`config.mk`:
```
export PLATFORM = sky130hd
export DESIGN_NAME = uart_program_loader
export DESIGN_NICKNAME = d
export VERILOG_FILES = /design/src/rtl/uart_program_loader.sv
export SDC_FILE = /design/constraint.sdc
export NUM_CORES = 1
export LEC_CHECK = 0
export ABC_AREA = 0
export BUFFER_PORTS_ARGS = -buffer_cell sky130_fd_sc_hd__buf_2
export CORE_MARGIN = 1.5
export CORE_UTILIZATION = 57
export DETAILED_ROUTE_END_ITERATION = 6
export PLACE_DENSITY = 0.79
export SYNTH_ARGS = -nofsm -noshare
export SYNTH_HDL_FRONTEND = slang
export SYNTH_SLANG_ARGS = --single-unit
```
`constraint.sdc`:
```
create_clock -name clk -period 2.92 [get_ports clk]
set_input_delay 0.146 -clock clk [delete_from_list [all_inputs] [get_ports clk]]
set_output_delay 0.146 -clock clk [all_outputs]
set_load 0.02 [all_outputs]
```
`src/rtl/uart_program_loader.sv`:
```
// Boot-time program loader: pops framed bytes from the UART RX FIFO, assembles
// little-endian words and writes them to memory, then flags done or error.
module uart_program_loader #(
    parameter logic [31:0] BASE_ADDRESS = 32'h0000_0000,
    parameter int          MAX_WORDS    = 4096,
    parameter logic [7:0]  SYNC_BYTE    = 8'hA5
) (
    input  logic        clk,
    input  logic        reset,
    input  logic        rx_fifo_empty,
    output logic        uart_read,
    input  logic [7:0]  uart_read_data,
    output logic        memory_write,
    output logic [31:0] address,
    output logic [31:0] write_data,
    output logic        busy,
    output logic        done,
    output logic        error,
    output logic [15:0] word_count
);

    typedef enum logic [2:0] {
        S_IDLE, S_LEN_LO, S_LEN_HI, S_DATA, S_WRITE, S_CHECK
    } state_t;

    state_t      state_reg, state_next;
    logic        byte_valid_reg, byte_valid_next;
    logic [15:0] len_reg, len_next;
    logic [7:0]  checksum_reg, checksum_next;
    logic [1:0]  lane_reg, lane_next;
    logic [31:0] word_reg, word_next;
    logic [31:0] address_reg, address_next;
    logic [31:0] write_data_reg, write_data_next;
    logic [15:0] word_count_reg, word_count_next;
    logic        busy_reg, busy_next;
    logic        done_reg, done_next;
    logic        error_reg, error_next;
    logic [15:0] new_len;
    logic [7:0]  final_sum;

    // Only one pop may be in flight; the popped byte is consumed the cycle
    // byte_valid_reg is high, so the next pop can go out the cycle after.
    assign uart_read    = !reset && (state_reg != S_WRITE) && !rx_fifo_empty && !byte_valid_reg;
    assign memory_write = (state_reg == S_WRITE);
    assign address      = address_reg;
    assign write_data   = write_data_reg;
    assign busy         = busy_reg;
    assign done         = done_reg;
    assign error        = error_reg;
    assign word_count   = word_count_reg;

    always_comb begin
        state_next      = state_reg;
        byte_valid_next = uart_read;
        len_next        = len_reg;
        checksum_next   = checksum_reg;
        lane_next       = lane_reg;
        word_next       = word_reg;
        address_next    = address_reg;
        write_data_next = write_data_reg;
        word_count_next = word_count_reg;
        busy_next       = busy_reg;
        done_next       = done_reg;
        error_next      = error_reg;
        new_len         = {uart_read_data, len_reg[7:0]};
        final_sum       = checksum_reg + uart_read_data;

        case (state_reg)
            S_IDLE: begin
                if (byte_valid_reg && uart_read_data == SYNC_BYTE) begin
                    done_next       = 1'b0;
                    error_next      = 1'b0;
                    word_count_next = 16'd0;
                    checksum_next   = 8'd0;
                    lane_next       = 2'd0;
                    busy_next       = 1'b1;
                    state_next      = S_LEN_LO;
                end
            end
            S_LEN_LO: begin
                if (byte_valid_reg) begin
                    len_next[7:0] = uart_read_data;
                    state_next    = S_LEN_HI;
                end
            end
            S_LEN_HI: begin
                if (byte_valid_reg) begin
                    len_next = new_len;
                    if (32'(new_len) > MAX_WORDS) begin
                        error_next = 1'b1;
                        busy_next  = 1'b0;
                        state_next = S_IDLE;
                    end else if (new_len == 16'd0) begin
                        state_next = S_CHECK;
                    end else begin
                        state_next = S_DATA;
                    end
                end
            end
            S_DATA: begin
                if (byte_valid_reg) begin
                    word_next[{lane_reg, 3'b000} +: 8] = uart_read_data;
                    checksum_next = checksum_reg + uart_read_data;
                    lane_next     = lane_reg + 2'd1;
                    if (lane_reg == 2'd3) begin
                        // Latch the outgoing word so write_data only moves on a write.
                        write_data_next = word_next;
                        address_next    = BASE_ADDRESS + 32'({word_count_reg, 2'b00});
                        state_next      = S_WRITE;
                    end
                end
            end
            S_WRITE: begin
                word_count_next = word_count_reg + 16'd1;
                if (word_count_reg + 16'd1 == len_reg) begin
                    state_next = S_CHECK;
                end else begin
                    state_next = S_DATA;
                end
            end
            S_CHECK: begin
                if (byte_valid_reg) begin
                    if (final_sum == 8'h00) begin
                        done_next = 1'b1;
                    end else begin
                        error_next = 1'b1;
                    end
                    busy_next  = 1'b0;
                    state_next = S_IDLE;
                end
            end
            default: state_next = S_IDLE;
        endcase
    end

    always_ff @(posedge clk) begin
        if (reset) begin
            state_reg      <= S_IDLE;
            byte_valid_reg <= 1'b0;
            len_reg        <= 16'd0;
            checksum_reg   <= 8'd0;
            lane_reg       <= 2'd0;
            word_reg       <= 32'd0;
            address_reg    <= 32'd0;
            write_data_reg <= 32'd0;
            word_count_reg <= 16'd0;
            busy_reg       <= 1'b0;
            done_reg       <= 1'b0;
            error_reg      <= 1'b0;
        end else begin
            state_reg      <= state_next;
            byte_valid_reg <= byte_valid_next;
            len_reg        <= len_next;
            checksum_reg   <= checksum_next;
            lane_reg       <= lane_next;
            word_reg       <= word_next;
            address_reg    <= address_next;
            write_data_reg <= write_data_next;
            word_count_reg <= word_count_next;
            busy_reg       <= busy_next;
            done_reg       <= done_next;
            error_reg      <= error_next;
        end
    end

endmodule
```
==> out/qor.yml, run 1 <==
fin_cells: 1006
worstSetupStartpointType: "flip-flop"
initial_core_util: 0.593
setup-violations-final: 0
die_x_um: 110
worstSetupEndpointType: "flip-flop"
hold_violations: 0
synthMuxAreaShare: 0.0138
clockBufferDepth: 2
fp-row-count: 38
netlist_area_mm2: 0.00654
drv_cap: 0
post_synth.cell_area_avg_um2: 8.14
dp_hpwl_um: 11400
yosysWarnings: 0
cts_resized: 0
async_flop_share: 0
drtIter0Drc: 446
synthTopCellsByArea: "dfxtp_1, a211oi_1, a21oi_1"
area_growth_pct: 13.6
grt.busiest_layer: "met2"
globalRouteMet1Util: 0.343
grt_pass1_wl_um: 26800
setup.worst_path.class: "reg -> reg"
nets: 879
cts_root_buf: "clkbuf_16"
drc: 0
synth_cell_type_count: 71
report.final.slew_viol_count: 0
avgRoutedWirePerCell_um: 17.0
p_sw_mw: 0.979
grt_pass1_vias: 5509
layout_min_cycle_time_ns: 2.63
n_fill_cell: 939
relSlewSlack: 0.284
pwr-share-clk: 0.519
p_sw_frac: 0.234
peakVddDrop_v: 0.000380
gp_congestion: 0.877
yosys.area_share.simple: 0.242
synth_xor_area_frac: 0.0268
cts_tree: "built"
status: "finished clean"
dieArea_mm2: 0.0121
drtPass1Iterations: 5
cp_data_required_time_ns: 3.24
routed_wl_um: 17100
grt_use_total: 0.290
skew_ns: 0.00882
synthAdderAreaFrac: 0.0298
grt_max_degree: 73
grt_use_met3: 0.0758
antenna_found_initial: 0
drive_gt1_frac: 0.158
crit_fanout: 8
clk_latency_ns: 0.43
ios: 96
yosysMostFrequentCell: "dfxtp_1"
max_slew.worst_pin.slew_ns: 1.06
seq_area_frac_synth: 0.395
power_frac_comb: 0.054
synth_top_area_frac: 0.395
vias: 6048
cts_max_level: 4
cp_data_arrival_time_ns: 2.95
coreArea_mm2: 0.0110
viasPerCell: 6.01
hold_class: "in -> reg"
use_met2: 0.490
synth-seq-cells: 129
clk_pin_slew_ns: 0.06
grt-ovfl-total: 0
synth_compound_area_frac: 0.213
die_y_um: 110
seqPwrFrac: 0.427
cts_sinks: 129
syn_inst: 804
synth_edf_count: 0
setup_tns_ns: 0
yosys-top-cells-count: "dfxtp_1, nor2_1, a21oi_1, nand2_1, a211oi_1"
ant_nets: 0
rsz0062_at_grt: "no"
synth.largest_area_cell: "dfxtp_1"
cts_buffers: 17
max_freq_mhz: 380
p_int_mw: 3.21
synth_top_family_by_area: "simple AND/OR/NAND/NOR gates"
diodes: 0
p_leak_nw: 2.83
dp.cells: 973
portBuffers: 79
power_density_mw_per_mm2: 564
ys_dominant_reg_cell: "dfxtp_1"
period_share: 0.902
[worst max-delay path, cell delays in order (launching register included)]
cell      delay, ns
dfxtp_1        0.50
ha_1           0.34
nand3_2        0.15
or3_1          0.51
o41a_2         0.50
a2111o_1       0.32
o21a_1         0.20
[per-stage QoR]
step,worst slack [ns],utilization,total power [mW],cell area (um^2),hold slack (ns)
5_1_grt,0.134,0.674,4.31,7430,0.117
6_report,0.285,0.674,4.19,7430,0.107
3_3_place_gp,0.413,0.618,2.04,6820,0.339
3_5_place_dp,0.315,0.618,2.04,6820,0.349
2_1_floorplan,0.370,-,2.00,6600,0.223
4_1_cts,0.302,0.674,4.19,7430,0.103
[path summary, 6_finish.rpt]
check | start | end | slack [ns] | cells past startpoint
setup reg to reg | word_count[1] | state_reg[1] | 0.29 | 6
hold / removal | uart_read_data[0] | len_reg[8] | 0.11 | 3
hold reg to reg | address[14] | address[14] | 0.45 | 2
setup / recovery | word_count[1] | state_reg[1] | 0.29 | 6
[placed cells by master, fill, tap and decap left out, drive strengths merged, types with 3 or more instances in the layout]
master    synthesis  final
a211oi           68     68
a21boi            3      3
a21o              3      3
a21oi            88     88
a22oi             3      3
a31oi             6      6
and3              5      5
buf              31     93
bufinv            0      3
clkbuf           46     20
clkinv            0      4
clkinvlp          0      3
conb              1     16
dfxtp           129    129
ha               14     14
inv              10     12
mux2i             9      9
nand2            88     88
nand3            20     20
nand3b            4      4
nand4             7      7
nor2            105    105
nor2b            39     39
nor3             17     17
nor4             15     15
o2111ai           3      3
o21a              4      4
o21ai            19     19
or3               6      6
xnor2            13     13
xor2              7      7
[power groups by stage]
stage	Clock (mW)	Sequential, mW	Combinational, mW
2_1_floorplan	0	1.81	0.189
3_3_place_gp	0	1.83	0.211
3_5_place_dp	0	1.83	0.216
4_1_cts	2.18	1.79	0.220
5_1_grt	2.27	1.79	0.244
6_report	2.17	1.79	0.226
[repair_timing]
item / in CTS / in global routing
hold buffers: 1 / 0
hold endpoints to repair: 1 / 0
setup buffers: 0 / 0
[cell type report]
type	instances	area, um^2	area share
Multi-Input combinational cell	601	3500	0.472
Sequential cell	129	2580	0.348
Timing Repair Buffer	94	526	0.0707
Clock buffer	20	447	0.0601
Tap cell	140	175	0.0236
Clock inverter	12	158	0.0212
Inverter	10	37.5	0.00505
[kinds of logic (layout without fill, tap and decap cells)]
| logic type | count (synthesis) | after routing |
|---|---|---|
| simple gates | 323 | 323 |
| other cells | 1 | 16 |
| xor+xnor | 20 | 20 |
| buf+inv | 89 | 136 |
| fa+ha+maj | 15 | 15 |
| mux | 9 | 9 |
| flops | 129 | 129 |
| compound gates | 218 | 218 |
[layer usage]
metal / vias up / routed length (um)
li1: 2915 / -
met1: 2820 / 7180
met2: 252 / 8220
met3: 61 / 1130
met4: 0 / 554
met5: - / 0
Power figures use the tool's default switching activity.
==> inputs of run 2 (changes only) <==
CORE_MARGIN = not set   (was 1.5)
==> run 2 against run 1 <==
Non-clock buffer count stayed put. Clock-buffer cell count did not move. First-iteration DRC count is 6.3% lower. Clock power is essentially flat. Power increased by 0.38%. Critical endpoint unchanged.
==> out/qor.yml, run 2 (synthesis gave the netlist of run 1 again) <==
status: "finished clean"
met1_length_um: 7160  # -0.21%
fin_util: 0.673  # about the same
setup-violations-final: 0  # unchanged
drive_gt1_frac: 0.156  # -0.00213
clk_pin_slew_ns: 0.06  # about the same
crit_fanout: 8  # unchanged
dpl_worst_slack_ns: 0.322  # +0.00658 ns
clk_latency_ns: 0.42  # about the same
clockBufferDepth: 2  # unchanged
setup_tns_ns: 0  # unchanged
wl_met3_um: 1020  # -9.8%
layout_common_cells: "dfxtp_1, nor2_1, nand2_1, a21oi_1, buf_2"
report.final.slew_viol_count: 0  # unchanged
n_fill_cell: 909  # -3.2%
cp_data_required_time_ns: 3.23  # about the same
skew_ns: 0.00743  # -0.00139 ns
antenna_found_initial: 0  # unchanged
setup.worst_path.class: "reg -> reg"
cts_tree: "built"
power_density_mw_per_mm2: 566  # +0.43%
die_x_um: 109  # -0.91%
portBuffers: 79  # unchanged
drc: 0  # unchanged
hold_violations: 0  # unchanged
p_total_mw: 4.20  # +0.38%
max_freq_mhz: 379  # about the same
grt_pass1_wl_um: 26800  # -0.13%
top_layer_used: "met4"
nets: 879  # unchanged
viasPerCell: 5.94  # -1.2%
place_area_mm2: 0.00682  # unchanged
cts_root_buf: "clkbuf_16"
drv_cap: 0  # unchanged
cts_buffers: 17  # unchanged
worst_slack_ns: 0.283  # -0.00175 ns
coreArea_mm2: 0.0110  # unchanged
initial_core_util: 0.593  # unchanged
diodes: 0  # unchanged
grt_pass1_vias: 5532  # +0.42%
relSlewSlack: 0.377  # +0.0931
cts_max_level: 4  # unchanged
layout_min_cycle_time_ns: 2.64  # +0.00175 ns
grt_use_total: 0.293  # +0.00321
rsz0062_at_grt: "no"
routed_wl_um: 16800  # -1.5%
worstSetupEndpointType: "flip-flop"
period_share: 0.903  # about the same
cp_data_arrival_time_ns: 2.95  # about the same
design_area_mm2: 0.00743  # about the same
hold_class: "in -> reg"
avgRoutedWirePerCell_um: 16.7  # -1.4%
timing.hold.ws_ns: 0.105  # -0.00198 ns
ant_nets: 0  # unchanged
cts_sinks: 129  # unchanged
cts_setup_buffers: 0  # unchanged
grt-ovfl-total: 0  # unchanged
fp-row-count: 38  # unchanged
drtIter0Drc: 418  # -6.3%
p_leak_nw: 2.83  # about the same
peakVddDrop_v: 0.000522  # +37%
dp.cells: 973  # unchanged
gp_congestion: 0.897  # +2.3%
route.met2.wl_um: 8270  # +0.65%
grt_max_degree: 73  # unchanged
area_growth_pct: 13.5  # about the same
vias: 5968  # -1.3%
final_common_cell: "dfxtp_1"
dp_hpwl_um: 11000  # -3.2%
ios: 96  # unchanged
fin_cells: 1005  # -0.099%
worstSetupStartpointType: "flip-flop"
drtPass1Iterations: 5  # unchanged
dieArea_mm2: 0.0119  # -1.8%
max_slew.worst_pin.slew_ns: 0.924  # -0.138 ns
die_y_um: 109  # -0.91%
## run 2: report_power, final
group          switching, mW  internal (mW)  leakage (nW)  total, mW
registers             0.0204           1.77          1.04       1.79
clock network          0.773           1.42         0.290       2.19
logic                  0.151         0.0708          1.50      0.222
## run 2: layout make-up
class	count	area [um^2]	share of cell area
flip-flops and latches	129	2580	0.348
clock buffers	20	437	0.0588
clock inverters	11	164	0.0221
well taps	140	175	0.0236
multi-input cells	601	3500	0.472
repair buffers	94	526	0.0708
inverters	10	37.5	0.00505
## run 2: path summary, 6_finish.rpt
| path | start | to | slack, ns | depth (start not counted) |
|---|---|---|---|---|
| hold / removal | uart_read_data[0] | len_reg[8] | 0.10 | 3 |
| hold reg to reg | address[13] | address[13] | 0.45 | 2 |
| setup reg to reg | word_count[1] | state_reg[1] | 0.28 | 6 |
| setup / recovery | word_count[1] | state_reg[1] | 0.28 | 6 |
## run 2: critical path, cell delays in order, from the launching register on
cell      delay [ns]
dfxtp_1         0.51
ha_1            0.34
nand3_2         0.15
or3_1           0.51
o41a_2          0.50
a2111o_1        0.33
o21a_1          0.20
## run 2: routing by layer
| layer | GRT usage | vias to the layer above |
|---|---|---|
| met3 | 0.0849 | 39 |
| met1 | 0.355 | 2805 |
| met5 | 0 | - |
| li1 | - | 2919 |
| met4 | 0.0994 | 0 |
| met2 | 0.494 | 205 |
## run 2: what timing repair did
item | in CTS | in global routing
hold buffers | 1 | 0
hold endpoints to repair | 1 | 0
resized for setup | 0 | 0
